### src/rtl/conway_pkg.sv
// Shared board geometry, FSM state type and cell addressing for the Game of Life engine.
package conway_pkg;
  localparam int BOARD_ROWS = 8;
  localparam int BOARD_COLS = 8;
  localparam int WORDS      = 4;
  localparam int WORD_W     = 16;
  localparam int CELLS      = BOARD_ROWS * BOARD_COLS;

  typedef enum logic [2:0] {
    ST_IDLE,
    ST_READ,
    ST_COMPUTE,
    ST_WRITE,
    ST_DONE
  } state_e;

  typedef struct packed {
    logic [1:0] word;
    logic [3:0] bit_idx;
  } cell_loc_t;

  // Row 2w sits in the high byte of word w, row 2w+1 in the low byte; column 0 is the byte MSB.
  function automatic cell_loc_t cell_loc(input logic [2:0] row, input logic [2:0] col);
    cell_loc_t loc;
    loc.word    = row[2:1];
    loc.bit_idx = {~row[0], ~col};
    return loc;
  endfunction

  // Flat index into a 64-bit board laid out as {word3, word2, word1, word0}.
  function automatic logic [5:0] cell_index(input logic [2:0] row, input logic [2:0] col);
    return cell_loc(row, col);
  endfunction
endpackage

### src/rtl/conway_step_engine_if.sv
// Selector-side port of Block_Mem: word address, read data (1-cycle latency), write data and strobe.
interface conway_step_engine_if;
  import conway_pkg::*;

  logic [1:0]        array_selector;
  logic [WORD_W-1:0] alive_out_selector;
  logic [WORD_W-1:0] alive_in_selector;
  logic              write_enb;

  modport master (
    output array_selector,
    output alive_in_selector,
    output write_enb,
    input  alive_out_selector
  );

  modport slave (
    input  array_selector,
    input  alive_in_selector,
    input  write_enb,
    output alive_out_selector
  );
endinterface

### src/rtl/conway_next_state.sv
// Combinational Game of Life rule over a 64-cell board, with live-cell count of the result.
module conway_next_state
  import conway_pkg::*;
#(
  parameter int TOROIDAL = 0
) (
  input  logic [CELLS-1:0] i_board,
  output logic [CELLS-1:0] o_board,
  output logic [6:0]       o_pop
);

  // Truncating to 3 bits turns -1 into 7 and 8 into 0, which is exactly the torus wrap.
  function automatic logic cell_at(input logic [CELLS-1:0] b, input int r, input int c);
    if (TOROIDAL == 0 && (r < 0 || r >= BOARD_ROWS || c < 0 || c >= BOARD_COLS))
      return 1'b0;
    return b[cell_index(3'(r), 3'(c))];
  endfunction

  function automatic logic [3:0] nbrs(input logic [CELLS-1:0] b, input int r, input int c);
    logic [3:0] n;
    n = '0;
    for (int dr = -1; dr <= 1; dr++) begin
      for (int dc = -1; dc <= 1; dc++) begin
        if (dr != 0 || dc != 0)
          n = n + 4'(cell_at(b, r + dr, c + dc));
      end
    end
    return n;
  endfunction

  always_comb begin
    o_board = '0;
    for (int r = 0; r < BOARD_ROWS; r++) begin
      for (int c = 0; c < BOARD_COLS; c++) begin
        o_board[cell_index(3'(r), 3'(c))] =
          (nbrs(i_board, r, c) == 4'd3) ||
          (i_board[cell_index(3'(r), 3'(c))] && nbrs(i_board, r, c) == 4'd2);
      end
    end
  end

  always_comb begin
    o_pop = '0;
    for (int i = 0; i < CELLS; i++)
      o_pop = o_pop + 7'(o_board[i]);
  end

endmodule

### src/rtl/conway_step_engine.sv
// One-generation step engine: reads the 8x8 board from Block_Mem, applies the rule, writes it back.
module conway_step_engine
  import conway_pkg::*;
#(
  parameter int TOROIDAL = 0,
  parameter int GEN_W    = 16
) (
  input  logic                 clk,
  input  logic                 reset,
  input  logic                 start,
  output logic                 busy,
  output logic                 done,
  conway_step_engine_if.master mem,
  output logic [GEN_W-1:0]     gen_count,
  output logic [6:0]           pop_count
);

  state_e           r_state;
  state_e           w_state_nxt;
  logic [2:0]       r_k;
  logic [CELLS-1:0] r_cur;
  logic [CELLS-1:0] r_next;
  logic [CELLS-1:0] w_next_board;
  logic [6:0]       w_next_pop;
  logic [6:0]       r_pop;
  logic [GEN_W-1:0] r_gen;
  logic [1:0]       w_cap_word;
  logic             w_stay_seq;

  conway_next_state #(.TOROIDAL(TOROIDAL)) u_rule (
    .i_board (r_cur),
    .o_board (w_next_board),
    .o_pop   (w_next_pop)
  );

  // Read data arrives one cycle after its address, so READ slot k lands in word k-1.
  assign w_cap_word = r_k[1:0] - 2'd1;
  assign w_stay_seq = (w_state_nxt == r_state) &&
                      (r_state == ST_READ || r_state == ST_WRITE);

  always_ff @(posedge clk) begin
    if (reset) begin
      r_state <= ST_IDLE;
      r_k     <= '0;
    end else begin
      r_state <= w_state_nxt;
      r_k     <= w_stay_seq ? r_k + 3'd1 : 3'd0;
    end
  end

  always_ff @(posedge clk) begin
    if (reset) begin
      r_cur  <= '0;
      r_next <= '0;
      r_pop  <= '0;
      r_gen  <= '0;
    end else begin
      if (r_state == ST_READ && r_k != 3'd0)
        r_cur[{w_cap_word, 4'd0} +: WORD_W] <= mem.alive_out_selector;
      if (r_state == ST_COMPUTE) begin
        r_next <= w_next_board;
        r_pop  <= w_next_pop;
      end
      if (r_state == ST_DONE)
        r_gen <= r_gen + {{(GEN_W-1){1'b0}}, 1'b1};
    end
  end

  always_comb begin
    w_state_nxt           = r_state;
    busy                  = 1'b1;
    done                  = 1'b0;
    mem.write_enb         = 1'b0;
    mem.array_selector    = '0;
    mem.alive_in_selector = '0;
    unique case (r_state)
      ST_IDLE: begin
        busy = 1'b0;
        if (start) w_state_nxt = ST_READ;
      end
      ST_READ: begin
        mem.array_selector = (r_k >= 3'd3) ? 2'd3 : r_k[1:0];
        if (r_k == 3'd4) w_state_nxt = ST_COMPUTE;
      end
      ST_COMPUTE: w_state_nxt = ST_WRITE;
      ST_WRITE: begin
        mem.write_enb         = 1'b1;
        mem.array_selector    = r_k[1:0];
        mem.alive_in_selector = r_next[{r_k[1:0], 4'd0} +: WORD_W];
        if (r_k == 3'd3) w_state_nxt = ST_DONE;
      end
      ST_DONE: begin
        done        = 1'b1;
        w_state_nxt = ST_IDLE;
      end
      default: w_state_nxt = ST_IDLE;
    endcase
  end

  assign gen_count = r_gen;
  assign pop_count = r_pop;

endmodule

### src/flat_wrapper.sv
// flat-port wrapper written by rule: the top's interface ports become plain ports
module conway_step_engine_flat import conway_pkg::*;
#(
  parameter int TOROIDAL = 0,
  parameter int GEN_W    = 16
)
  (clk, reset, start, busy, done, gen_count, pop_count, mem_array_selector, mem_alive_in_selector, mem_write_enb, mem_alive_out_selector);
  conway_step_engine_if mem_i ();
  input  logic clk;
  input  logic reset;
  input  logic start;
  output logic busy;
  output logic done;
  output logic [GEN_W-1:0] gen_count;
  output logic [6:0] pop_count;
  output wire logic [$bits(mem_i.array_selector)-1:0] mem_array_selector;
  output wire logic [$bits(mem_i.alive_in_selector)-1:0] mem_alive_in_selector;
  output wire logic [$bits(mem_i.write_enb)-1:0] mem_write_enb;
  input wire logic [$bits(mem_i.alive_out_selector)-1:0] mem_alive_out_selector;
  assign mem_array_selector = mem_i.array_selector;
  assign mem_alive_in_selector = mem_i.alive_in_selector;
  assign mem_write_enb = mem_i.write_enb;
  assign mem_i.alive_out_selector = mem_alive_out_selector;
  conway_step_engine #(.TOROIDAL(TOROIDAL), .GEN_W(GEN_W)) u_core (.clk(clk), .reset(reset), .start(start), .busy(busy), .done(done), .mem(mem_i), .gen_count(gen_count), .pop_count(pop_count));
endmodule
### config.mk
export PLATFORM = sky130hd
export DESIGN_NAME = conway_step_engine_flat
export DESIGN_NICKNAME = d
export VERILOG_FILES = /design/src/rtl/conway_pkg.sv /design/src/rtl/conway_step_engine_if.sv /design/src/rtl/conway_next_state.sv /design/src/rtl/conway_step_engine.sv /design/src/flat_wrapper.sv
export SDC_FILE = /design/constraint.sdc
export NUM_CORES = 1
export LEC_CHECK = 0
export ABC_CLOCK_PERIOD_IN_PS = 11100
export CAP_MARGIN = 20
export CORE_MARGIN = 2
export CORE_UTILIZATION = 55
export DETAILED_ROUTE_END_ITERATION = 6
export GPL_TIMING_DRIVEN = 0
export PLACE_DENSITY = 0.73
export SETUP_SLACK_MARGIN = 0.15
export SYNTH_ARGS = -nofsm -noshare
export SYNTH_HDL_FRONTEND = slang
export SYNTH_HIERARCHICAL = 1
export SYNTH_SLANG_ARGS = --single-unit
### constraint.sdc
create_clock -name clk -period 11.1 [get_ports clk]
set_clock_uncertainty 0.1 [all_clocks]
set_input_delay 1.665 -clock clk [delete_from_list [all_inputs] [get_ports clk]]
set_output_delay 1.665 -clock clk [all_outputs]
set_load 0.005 [all_outputs]
==> results.sh, run 1 <==
export IMPL_dieHeight_um=175
export IMPL_cts_max_level=4
export IMPL_grt_use_total_pct=30.6
export IMPL_dieArea_um2=30700
export IMPL_critPathMaxStageDelay_ps=680
export IMPL_dpl_worst_slack_ps=1230
export IMPL_synth_compound_area_share_pct=9.91
export IMPL_worst_pin_slew_ps=1060
export IMPL_die_width_um=175
export IMPL_port_buffers=61
export IMPL_synthAdderAreaFrac_pct=43.3
export IMPL_post_cts_buffers=0
export IMPL_yosysWarnings=6
export IMPL_netlist_area_um2=16100
export IMPL_drive_gt1_share_pct=5.48
export IMPL_yosysSeqAreaShare_pct=19.5
export IMPL_startpoint="u_core/r_cur[36]"
export IMPL_clk_latency_ps=440
export IMPL_cp_data_required_time_ps=11290
export IMPL_tns_ps=0
export IMPL_finalSetupViolations=0
export IMPL_postSynthCellCount=1768
export IMPL_synth_xor_area_share_pct=0.597
export IMPL_clk_pin_slew_ps=70
export IMPL_fin_crit_sh_pct=89.0
export IMPL_cts_resized=0
export IMPL_fin_util_pct=61.9
export IMPL_cts_hold_buffers=0
export IMPL_synthDistinctLibCells=60
export IMPL_status="finished clean"
export IMPL_synth_area_per_cell_um2=9.13
export IMPL_cts_buffer_depth=2
export IMPL_syn_to_final_growth_pct=10.3
export IMPL_ant_nets=0
export IMPL_synth_edf_count=0
export IMPL_rrSetupSlack_ps=1220
export IMPL_vias=12900
export IMPL_drc_errors=0
export IMPL_routedWlPerCell_um=20.1
export IMPL_cts_made_buffers=17
export IMPL_cp_common_cell="fa_1"
export IMPL_max_freq_mhz=101
export IMPL_maxCapViolCount=0
export IMPL_final_cell_mix="inv_1, fa_1, nand2_1"
export IMPL_synth_top_family_by_area="adder cells"
export IMPL_multi_input_area_um2=11400
export IMPL_grt_pass1_wl_mm=71.0
export IMPL_antenna_found_initial=0
export IMPL_holdCritPathClass="reg2reg"
export IMPL_viasPerCell=5.75
export IMPL_drtIter0Drc=918
export IMPL_grt_overflow_total=0
export IMPL_place_area_um2=17200
export IMPL_insertedDiodeCount=0
export IMPL_initial_core_util_pct=56.1
export IMPL_min_period_ps=9880
export IMPL_finalHoldViolations=0
export IMPL_timing_rr_end="u_core/pop_count[6]"
export IMPL_maxSlewHeadroom_pct=29.3
export IMPL_p_leak_nw=8.44
export IMPL_dr_pass1_iters=5
export IMPL_io_pin_count=63
export IMPL_ys_ff_latch=157
export IMPL_synthMuxAreaShare_pct=2.42
export IMPL_setup_ws_ps=1220
export IMPL_criticalPathCategory="reg2reg"
export IMPL_root_buffer="clkbuf_16"
export IMPL_cts_sinks=157
export IMPL_tritoncts="yes"
export IMPL_cp_end_kind="register"
export IMPL_coreArea_um2=28800
export IMPL_p_per_area_nw_per_um2=66.7
export IMPL_endpoint="u_core/pop_count[6]"
export IMPL_fin_area_um2=17800
export IMPL_nFillCells=2426
export IMPL_reg2reg_from="u_core/r_cur[36]"
export IMPL_cp_max_fo=9
export IMPL_reg2regPathDepth=30
export IMPL_ys_async_sr_fraction_pct=0
export IMPL_grt_max_degree=17
export IMPL_globalplace_congestion=0.975
export IMPL_synth_simple_area_share_pct=14.5
export IMPL_grt_pass1_vias=13100
export IMPL_rsz0062_at_grt="no"
export IMPL_rows=62
export IMPL_crit_slowest_cell="dfxtp_1"
export IMPL_seqCellArea_um2=3140
export IMPL_finish_net_count=2277
export IMPL_hpwlAfterDp_mm=37.9
export IMPL_maxSlewViolCount=0
export IMPL_critPathLaunchType="register"
export IMPL_final_common_cell="inv_1"
export IMPL_worstPathArrival_ps=10070
export IMPL_drt_total_wl_mm=45.1
export IMPL_ir_worst_vdd_mv=0.0899
export IMPL_ys_flop_type="dfxtp_1"
export IMPL_synth_nets=2196
worst min-delay path by stage:
stage                             start                  end  slack, ps  cells after the start
global placement    u_core/pop_count[2]  u_core/pop_count[2]        340                      2
detailed placement    u_core/r_next[32]    u_core/r_next[32]        340                      2
finish              u_core/pop_count[3]  u_core/pop_count[3]        350                      2
CTS                   u_core/r_next[16]    u_core/r_next[16]        360                      2
floorplan              u_core/r_cur[55]     u_core/r_cur[55]        330                      2
global route          u_core/r_next[16]    u_core/r_next[16]        380                      2
cells in the mapped netlist (6+ instances only):
cell,n,area (um^2)
buf_2,17,85.1
o221a_2,14,158
o221ai_1,14,123
or3_1,8,50.1
o211ai_1,9,67.6
or2_2,12,75.1
inv_1,349,1310
nor2b_1,8,50.1
fa_1,250,5000
o21ai_0,15,75.1
nand2_1,218,818
nand2b_1,7,43.8
clkbuf_1,40,150
nand3_1,83,415
nor3b_1,15,113
nor3_1,12,60.1
ha_1,159,1990
mux4_2,16,360
a21oi_1,189,946
dfxtp_1,157,3140
nor2_1,64,240
and3_1,33,206
xnor2_1,6,52.6
state kept, by name (all words and copies together), names as in the netlist:
name / cells
u_core/r_cur: 64
u_core/r_next: 64
u_core/gen_count: 16
u_core/pop_count: 7
u_core/r_k: 3
u_core/r_state: 3
final cells by class:
type | instances | share of cell area, %
clock inverters | 12 | 0.772
well taps | 384 | 2.70
clock buffers | 19 | 2.43
plain buffers | 61 | 1.47
repair buffers | 62 | 3.47
inverters | 350 | 7.40
flip-flops and latches | 157 | 17.6
multi-input cells | 1200 | 64.1
cell families after synthesis:
group / Yosys count
AND/OR/NAND/NOR: 491
buffers and inverters: 411
adder cells (fa/ha/maj): 409
AO/OA/AOI/OAI: 270
flip-flops: 157
multiplexers: 19
XOR/XNOR: 11
where the power goes:
group / switching, W / internal [W]
Combinational: 0.0000330 / 0.0000138
Clock: 0.000245 / 0.000332
Sequential: 0.000000768 / 0.000564
Total: 0.000279 / 0.000909
critical path: cells and delay by family (launching register included):
kind | cells | cell delay, ps
AOI/OAI and AO/OA | 5 | 1220
buffers and inverters | 8 | 650
and+or+nand+nor | 2 | 360
DFF | 1 | 680
adders and majority gates | 15 | 6730
per-layer routing:
layer	vias up	routed length [um]	share of wire (%)	track usage, %
li1	5877	-	-	-
met3	106	2970	6.6	5.50
met4	0	1920	4.3	12.9
met5	-	0	0	0
met2	477	21400	48	49.7
met1	6451	18800	42	40.4
metrics by stage:
step	power (W)	std cells	hold WS (ps)
2_1_floorplan	0.000599	1768	332
3_3_place_gp	0.000622	2213	341
4_1_cts	0.00119	2245	357
3_5_place_dp	0.000623	2214	345
6_report	0.00119	2245	353
5_1_grt	0.00122	2245	379
(Power assumes the default switching activity.)
==> run 2: changes to the inputs <==
--- a/config.mk
+++ b/config.mk
@@ -7,7 +7,7 @@
 export LEC_CHECK = 0
 export ABC_CLOCK_PERIOD_IN_PS = 11100
 export CAP_MARGIN = 20
-export CORE_MARGIN = 2
+export CORE_MARGIN = 3
 export CORE_UTILIZATION = 55
 export DETAILED_ROUTE_END_ITERATION = 6
 export GPL_TIMING_DRIVEN = 0
==> results.sh, run 2 (synthesis gave the netlist of run 1 again) <==
export IMPL_setup_ws_ps=1180
export IMPL_rows=62
export IMPL_worstPathArrival_ps=10110
export IMPL_min_period_ps=9920
export IMPL_routedWlPerCell_um=20.3
export IMPL_status="finished clean"
export IMPL_max_freq_mhz=101
export IMPL_cp_common_cell="fa_1"
export IMPL_p_per_area_nw_per_um2=67.9
export IMPL_clk_latency_ps=440
export IMPL_finalHoldViolations=0
export IMPL_cp_max_fo=9
export IMPL_rsz0062_at_grt="no"
export IMPL_p_leak_nw=8.46
export IMPL_viasPerCell=5.72
export IMPL_final_common_cell="inv_1"
export IMPL_clk_pin_slew_ps=70
export IMPL_grt_max_degree=19
export IMPL_dieArea_um2=31500
export IMPL_maxSlewHeadroom_pct=24.7
export IMPL_holdCritPathClass="reg2reg"
export IMPL_crit_slowest_cell="dfxtp_1"
export IMPL_cp_top_family="adder cells"
export IMPL_dieHeight_um=177
export IMPL_critPathLaunchType="register"
export IMPL_io_pin_count=63
export IMPL_cts_resized=0
export IMPL_grt_pass1_vias=12800
export IMPL_post_cts_buffers=0
export IMPL_cp_data_required_time_ps=11290
export IMPL_grt_use_total_pct=29.9
export IMPL_drtIter0Drc=880
export IMPL_grt_overflow_total=0
export IMPL_cts_hold_buffers=0
export IMPL_cts_sinks=157
export IMPL_tritoncts="yes"
export IMPL_finalSetupViolations=0
export IMPL_drive_gt1_share_pct=5.64
export IMPL_syn_to_final_growth_pct=10.5
export IMPL_hpwlAfterDp_mm=38.0
export IMPL_drt_total_wl_mm=45.5
export IMPL_critPathMaxStageDelay_ps=690
export IMPL_port_buffers=61
export IMPL_dr_pass1_iters=5
export IMPL_maxCapViolCount=0
export IMPL_cp_end_kind="register"
export IMPL_vias=12800
export IMPL_insertedDiodeCount=0
export IMPL_cts_max_level=4
export IMPL_tns_ps=0
export IMPL_ir_worst_vdd_mv=0.0910
export IMPL_finish_net_count=2277
export IMPL_die_width_um=177
export IMPL_antenna_found_initial=0
export IMPL_dpl_worst_slack_ps=1290
export IMPL_globalplace_congestion=0.978
export IMPL_cts_buffer_depth=2
export IMPL_fin_crit_sh_pct=89.4
export IMPL_worst_pin_slew_ps=1130
export IMPL_cts_made_buffers=17
export IMPL_drc_errors=0
export IMPL_final_cell_mix="inv_1, fa_1, nand2_1"
export IMPL_maxSlewViolCount=0
export IMPL_grt_pass1_wl_mm=70.7
export IMPL_criticalPathCategory="reg2reg"
export IMPL_initial_core_util_pct=56.0
export IMPL_coreArea_um2=28900
export IMPL_root_buffer="clkbuf_16"
export IMPL_cp_num_buf_inv=8
export IMPL_ant_nets=0
## run 2: cell types whose count changed in the layout (fill, tap and decap cells not counted), sizes merged
cell	before	now
clkinvlp	2	1
bufinv	2	0
clkbuf	59	58
inv	352	358
clkinv	6	5
## run 2: layer usage
metal  share of wire [%]  routed length (um)  global-route usage [%]  up-vias
met1                  41               18600                    40.6     6375
met3                 7.8                3560                    4.75      100
met4                 5.0                2290                    13.3        0
met5                   0                   0                       0        -
li1                    -                   -                       -     5868
met2                  46               21000                    47.5      504
## run 2: cell type report
cell class	instances	area [um^2]
repair buffers	62	618
multi-input cells	1200	11400
plain buffers	61	263
clock inverters	14	159
well taps	384	480
inverters	350	1320
clock buffers	18	439
flip-flops and latches	157	3140
fillers	2440	11000
## run 2: final timing paths
path,from,endpoint,slack (ps),cells past startpoint
hold / removal,u_core/pop_count[1],u_core/pop_count[1],360,2
hold reg to reg,u_core/pop_count[1],u_core/pop_count[1],360,2
setup reg to reg,u_core/r_cur[36],u_core/pop_count[6],1180,30
setup / recovery,u_core/r_cur[36],u_core/pop_count[6],1180,30
## run 2: worst reg2reg max path: cells and delay by family, from the launching register on
family / cells / cell delay, ps
simple gates: 2 / 350
buf+inv: 8 / 690
compound gates: 5 / 1200
flops: 1 / 690
fa+ha+maj: 15 / 6750
## run 2: report_power, final
| part | internal (W) | switching (W) |
|---|---|---|
| Clock | 0.000310 | 0.000290 |
| Combinational | 0.0000138 | 0.0000338 |
| Sequential | 0.000563 | 0.000000713 |
## run 2: stage by stage
stage	hold slack, ps	cells	total power, W	area (um^2)	utilization (%)
2_1_floorplan	332	1768	0.000599	16100	-
5_1_grt	370	2246	0.00124	17800	61.8
6_report	358	2246	0.00121	17800	61.8
3_5_place_dp	349	2214	0.000623	17200	59.8
3_3_place_gp	343	2213	0.000623	17200	59.7
4_1_cts	360	2246	0.00122	17800	61.8
